File: config.mk
export PLATFORM = sky130hd
export DESIGN_NAME = fifo_drain_ctrl
export DESIGN_NICKNAME = d
export VERILOG_FILES = /design/src/rtl/fifo_drain_ctrl.sv
export SDC_FILE = /design/constraint.sdc
export NUM_CORES = 1
export LEC_CHECK = 0
export BUFFER_PORTS_ARGS = -buffer_cell sky130_fd_sc_hd__buf_2
export CAP_MARGIN = 25
export CORE_AREA = 2 2 67 63
export CTS_BUF_LIST = sky130_fd_sc_hd__clkbuf_16
export CTS_CLUSTER_SIZE = 8
export DETAILED_ROUTE_END_ITERATION = 16
export DIE_AREA = 0 0 69 65
export PLACE_DENSITY = 0.77
export SETUP_SLACK_MARGIN = 0.3
export SLEW_MARGIN = 20
export SYNTH_ARGS = -nofsm -noshare
export SYNTH_HDL_FRONTEND = slang
export SYNTH_SLANG_ARGS = --single-unit
File: constraint.sdc
create_clock -name clk -period 3.17 [get_ports clk]
set_input_delay 0.317 -clock clk [delete_from_list [all_inputs] [get_ports clk]]
set_output_delay 0.317 -clock clk [all_outputs]
set_load 0.02 [all_outputs]
File: src/rtl/fifo_drain_ctrl.sv
// Read-side engine: pops a synchronous FIFO, absorbs its 1-cycle read latency
// and downstream backpressure in a 2-entry buffer, streams words out valid/ready.
module fifo_drain_ctrl #(
  parameter int DATA_WIDTH = 8,
  parameter int CNT_WIDTH  = 16
) (
  input  logic                  clk,
  input  logic                  rst,
  input  logic                  enable,
  input  logic                  fifo_empty,
  output logic                  fifo_rd_en,
  input  logic [DATA_WIDTH-1:0] fifo_data_out,
  output logic                  m_valid,
  input  logic                  m_ready,
  output logic [DATA_WIDTH-1:0] m_data,
  output logic [CNT_WIDTH-1:0]  drain_count,
  output logic                  idle
);

  logic [DATA_WIDTH-1:0] buf0;
  logic [DATA_WIDTH-1:0] buf1;
  logic [1:0]            buf_cnt;
  logic                  inflight;
  logic [1:0]            occ;
  logic                  pop;

  assign m_valid = (buf_cnt != 2'd0);
  assign m_data  = buf0;
  assign pop     = m_valid & m_ready;
  assign occ     = buf_cnt + {1'b0, inflight};
  assign idle    = (occ == 2'd0);

  // A read may be issued when a slot is free now, or one frees on this edge.
  always_comb begin
    fifo_rd_en = 1'b0;
    if (enable && !fifo_empty && !rst && ((occ < 2'd2) || pop))
      fifo_rd_en = 1'b1;
  end

  // Buffer, in-flight flag and delivered-word counter.
  always_ff @(posedge clk or posedge rst) begin
    if (rst) begin
      buf0        <= '0;
      buf1        <= '0;
      buf_cnt     <= 2'd0;
      inflight    <= 1'b0;
      drain_count <= '0;
    end else begin
      inflight <= fifo_rd_en;
      if (pop)
        drain_count <= drain_count + 1'b1;
      // Tail slot depends on whether the head leaves on this same edge.
      case ({inflight, pop})
        2'b11: begin
          if (buf_cnt == 2'd1) begin
            buf0 <= fifo_data_out;
          end else begin
            buf0 <= buf1;
            buf1 <= fifo_data_out;
          end
        end
        2'b10: begin
          if (buf_cnt == 2'd0)
            buf0 <= fifo_data_out;
          else
            buf1 <= fifo_data_out;
          buf_cnt <= buf_cnt + 2'd1;
        end
        2'b01: begin
          buf0    <= buf1;
          buf_cnt <= buf_cnt - 2'd1;
        end
        default: ;
      endcase
    end
  end

endmodule
After elaboration in Yosys (flattened, before gate mapping):

Cells that the tools add are included.
W data, S select, Z words.

* $add $sub $neg: 4
* $mul: 0
* div/mod/pow operators: 0
* $lt $le $gt $ge: 1
* eq/ne operators: 7
* shifts and indexed selects: 0
* mux-type cells: 8
* bitwise gates (word level): 1
* reductions and logical operators: 14

Operator list (count)
* $mux W8: 4
* $pmux W8 S3: 1
* $add A16 B1 Y16 const B: 1
* $pmux W8 S2: 1
* $ne A2 B2 Y1 const B: 3
* $reduce_bool A2 Y1: 3
* $eq A2 B1 Y1 const B: 2
* $eq A2 B2 Y1 const B: 2
* $logic_not A2 Y1: 2
* $pmux W2 S2: 1
* $logic_and A1 B1 Y1: 3
* $reduce_and A3 Y1: 1
* $reduce_bool A3 Y1: 1
* $add A2 B1 Y2: 1
* $add A2 B1 Y2 const B: 1
* $logic_not A1 Y1: 2
* $lt A2 B2 Y1 const B: 1
* $reduce_and A2 Y1: 1
* $sub A2 B1 Y2 const B: 1
* $and A1 B1 Y1: 1
* $logic_or A1 B1 Y1: 1
* $mux W1: 1

* register bits: 35
* latch bits: 0
* memory bits (writable): 0
* memory bits (read-only): 0
* input port bits: 13
* memories: 0

Logic depth before layout (Yosys ltp):

* depth after elaboration: 5
* gate-level depth with buffers: 10
* gate-level depth less buffers: 8

Worst setup path before layout:

OpenSTA, ideal clock, no wires.

* path type: register to register
* start point: reg buf_cnt[0]
* end point: reg buf1[0]
* setup time: 125 ps
* data arrival time: 2031 ps
* required time: 3045 ps
* setup slack: 1014 ps
* cell stages (with the launch flop): 11
* period minus slack after synthesis: 2156 ps
* cell sequence: dfrtp_1 -> inv_1 -> ha_1 -> nor2b_2 -> buf_6 -> inv_1 -> ha_1 -> buf_4 -> o21ai_0 -> a21oi_2 -> mux2_2

* word-level cells in the longest chain between the ends: 5
* elaborated cells on any way between the ends: 11
* those cells by class: eq/ne: 5; mux: 1; bitwise: 1; reduce/logical: 4

Ends and longest elaborated chain
* start, declared: line 22 `logic [1:0] buf_cnt;`
* start signal, assigned: line 67 `buf_cnt <= buf_cnt + 2'd1;`
* start signal, assigned: line 71 `buf_cnt <= buf_cnt - 2'd1;`
* $reduce_bool A2 Y1: line 27 `assign m_valid = (buf_cnt != 2'd0);`
* $and A1 B1 Y1: line 29 `assign pop = m_valid & m_ready;`
* $eq A2 B2 Y1: line 53 `case ({inflight, pop})`
* $ne A2 B2 Y1 (no source line) / $reduce_bool A2 Y1 (equally long branches)
* $reduce_and A3 Y1 (no source line)
* end signal, assigned: line 59 `buf1 <= fifo_data_out;`
* end signal, assigned: line 66 `buf1 <= fifo_data_out;`
* end, declared: line 21 `logic [DATA_WIDTH-1:0] buf1;`

Parallel ways exist; a longest one is shown, timed or not.
A chain may end at the register's enable or synchronous reset.

Worst setup path in the final report:

* start point: reg buf_cnt[0]
* end point: reg buf1[4]

Same word-level chain as after synthesis.

==> key figures <==
Run status
  • Status: finished, final reports clean

Die
  • Core Footprint: 0.003854 mm2
  • Die Area: 0.004485 mm2
  • Die width: 69 um
  • Die Span Y: 65 um
  • Initial Util: 0.4636
  • Num rows: 22
  • IO Pins: 40

Global route
  • Vias in the first global route: 1186
  • Initial antenna violation count: 0
  • First-pass GRT wire length: 5554 um
  • Largest net degree at the start of global routing: 24
  • Tot GR Track Use: 0.1572
  • Gr ovfl total: 0

Critical path
  • FF-to-FF End: buf1[4]
  • Worst Setup EP: buf1[4]
  • R2R Path Start: buf_cnt[0]
  • R2R Setup Slk: 0.56 ns
  • Critical Path Source Type: register
  • Worst Path Required: 3.32 ns
  • CP Data Arrival Time: 2.76 ns
  • CP Max Fanout: 10
  • CP endpoint kind: register
  • R2R depth: 7
  • Setup CP Type: register to register
  • Crit path from: buf_cnt[0]

STA
  • RSZ-0062 raised after global routing: false
  • Setup violations, final: 0
  • Setup tns final: 0 ns
  • Period minus WS final: 2.612 ns
  • Fin. max-slew vios: 0
  • Fmax: 382.8 MHz
  • Skew final: 0.004606 ns
  • Final Hold Viols: 0
  • Max_slew headroom: 0.4325
  • Final period utilization: 0.8240
  • Slew @ Worst Pin: 0.8503 ns

Placement
  • GP Congestion: 0.7268
  • # port buffers: 39
  • Final HPWL DP: 2417 um

Synth
  • Post-synth top area share: 0.4902
  • Largest cells by area after synthesis: dfrtp_1 49%, xnor2_1 5.9%, mux2_2 5.7%
  • Synth Cell Area: 0.001787 mm2
  • Syn_nets: 171
  • Asr flop ratio synth: 1.000
  • Multiplexer share of the synthesized area: 0.1015
  • Distinct cells, synth: 30
  • Synth Flop Type: dfrtp_1
  • Synth Area in Compound Gates: 0.1387
  • Cell taking the most area after synthesis: dfrtp_1
  • Yosys Warn Count: 0
  • Syn_area_per_cell: 11.91 um2
  • Post-synth EDFFs: 0
  • Largest family of logic cells by synthesized area: compound AO/OA/AOI/OAI gates
  • Synth Area in Simple Gates: 0.08543
  • Seq/Total Area, Yosys: 0.4902
  • Syn Inst Count: 150
  • Xor and xnor area share after synthesis: 0.08333
  • Most numerous cell in the Yosys netlist: dfrtp_1
  • Post-Synth Adder-Cell Area: 0.05602
  • Post-synthesis register bit count: 35
  • Post-synth top cells: 35 x dfrtp_1, 12 x xnor2_1, 9 x mux2_2

Clocking
  • Root buffer cell: clkbuf_16
  • Inserted Clock Buffers: 5
  • CTS max path bufs: 2
  • Num Clock Sinks: 35
  • Resized Gates After CTS: 0
  • Setup bufs post-CTS: 0
  • CTS H-tree depth: 2
  • Hold_buf cts: 0
  • CTS tree: done
  • Worst skew pair latency: 0.27 ns
  • Clk slew on worst S/H paths: 0.05 ns

Hold path
  • Hold crit path type: primary input to asynchronous set/reset pin

Detailed routing
  • Via count: 1268
  • DRT Pass-1 Iters: 4
  • Initial DRC count: 61
  • DRC errors left: 0
  • Routed Antenna Nets: 0
  • Via density: 5.305
  • WL/cell: 13.93 um
  • Total wire length: 3329 um

Power and ir drop
  • Leakage Power: 1.054 nW
  • Power density over cell area: 927.6 mW/mm2
  • VDD IR max: 0.0006108 V
  • Total power draw: 1.978 mW

Layout
  • Final net count: 211
  • Fraction of layout cells with a size suffix above 1: 0.3351
  • Synth-to-Final Area Change: 19.33%
  • Ant diodes: 0

Flow run
  • Max cap viols: 0
## metrics by stage
stage	hold WS, ns	instances	worst slack (ns)	cell area [um2]	utilization
after CTS	0.2526	239	0.5571	2132	0.5532
after floorplan	0.4687	150	1.014	1787	-
after detailed placement	0.4615	231	0.6015	1996	0.5179
final	0.2269	239	0.5580	2132	0.5532
after global placement	0.4555	231	0.6944	1996	0.5179
after global routing	0.2904	239	0.4116	2132	0.5532
## state kept, by name, indices dropped and copies added, names as in the netlist
signal	cells
m_data	8
inflight	1
buf_cnt	2
buf1	8
drain_count	16
## layout by cell type (no fill, tap or decap)
| master | instances |
|---|---|
| nor2_1 | 4 |
| dfrtp_1 | 35 |
| buf_2 | 39 |
| a21oi_1 | 1 |
| mux2_2 | 9 |
| and4_1 | 1 |
| xnor2_1 | 12 |
| clkbuf_16 | 5 |
| nand4b_1 | 1 |
| a21oi_4 | 1 |
| a21o_2 | 6 |
| ha_1 | 8 |
| and3_1 | 2 |
| nand2_1 | 7 |
| mux2i_1 | 8 |
| xor2_1 | 5 |
| nor2b_2 | 1 |
| nand3_1 | 3 |
| o21ai_0 | 4 |
| a221oi_1 | 8 |
| nor2_2 | 1 |
| a21oi_2 | 1 |
| and2_1 | 1 |
| buf_4 | 1 |
| a21o_1 | 2 |
| nand4_1 | 6 |
| clkinv_1 | 2 |
| inv_1 | 8 |
| nand3b_1 | 1 |
| a211oi_1 | 8 |
## power by group
part | switching [mW] | internal [mW]
clock network | 0.160 | 0.282
logic | 0.449 | 0.356
registers | 0.128 | 0.602
## how the worst min path moves through the flow
stage | startpoint | end | slack, ns | cells after the start
CTS | rst | buf_cnt[0] | 0.25 | 2
global placement | m_data[0] | m_data[0] | 0.46 | 1
global route | rst | buf_cnt[0] | 0.29 | 2
floorplan | rst | buf1[0] | 0.47 | 1
detailed placement | m_data[0] | m_data[0] | 0.46 | 1
finish | rst | buf_cnt[0] | 0.23 | 2
## per-layer routing
metal,track usage,wire length (um),vias to the layer above,share of wire
met2,0.2620,1658,24,0.50
met3,0.03888,90,4,0.027
li1,-,-,621,-
met5,0,0,-,0
met4,0.05882,45,0,0.014
met1,0.1988,1535,619,0.46
## logic make-up after synthesis
logic type / count (synthesis)
fa+ha+maj: 8
simple gates: 28
buf+inv: 14
mux: 17
xor+xnor: 17
flops: 35
compound gates: 31
## layout make-up
type | count | area [um2]
Multi-Input combinational cell | 101 | 830.8
Inverter | 7 | 26.28
Clock inverter | 3 | 11.26
Timing Repair Buffer | 40 | 202.7
Clock buffer | 5 | 125.1
Tap cell | 48 | 60.06
Sequential cell | 35 | 875.8
Fill cell | 359 | 1722
## worst max-delay path: stages (launching register included)
cell and delay (ns):
dfrtp_1 0.39, inv_1 0.07, ha_1 0.29, nor2b_2 0.41, inv_1 0.14, ha_1 0.35, a21oi_2 0.44, mux2_2 0.39
(Power assumes the default switching activity.)
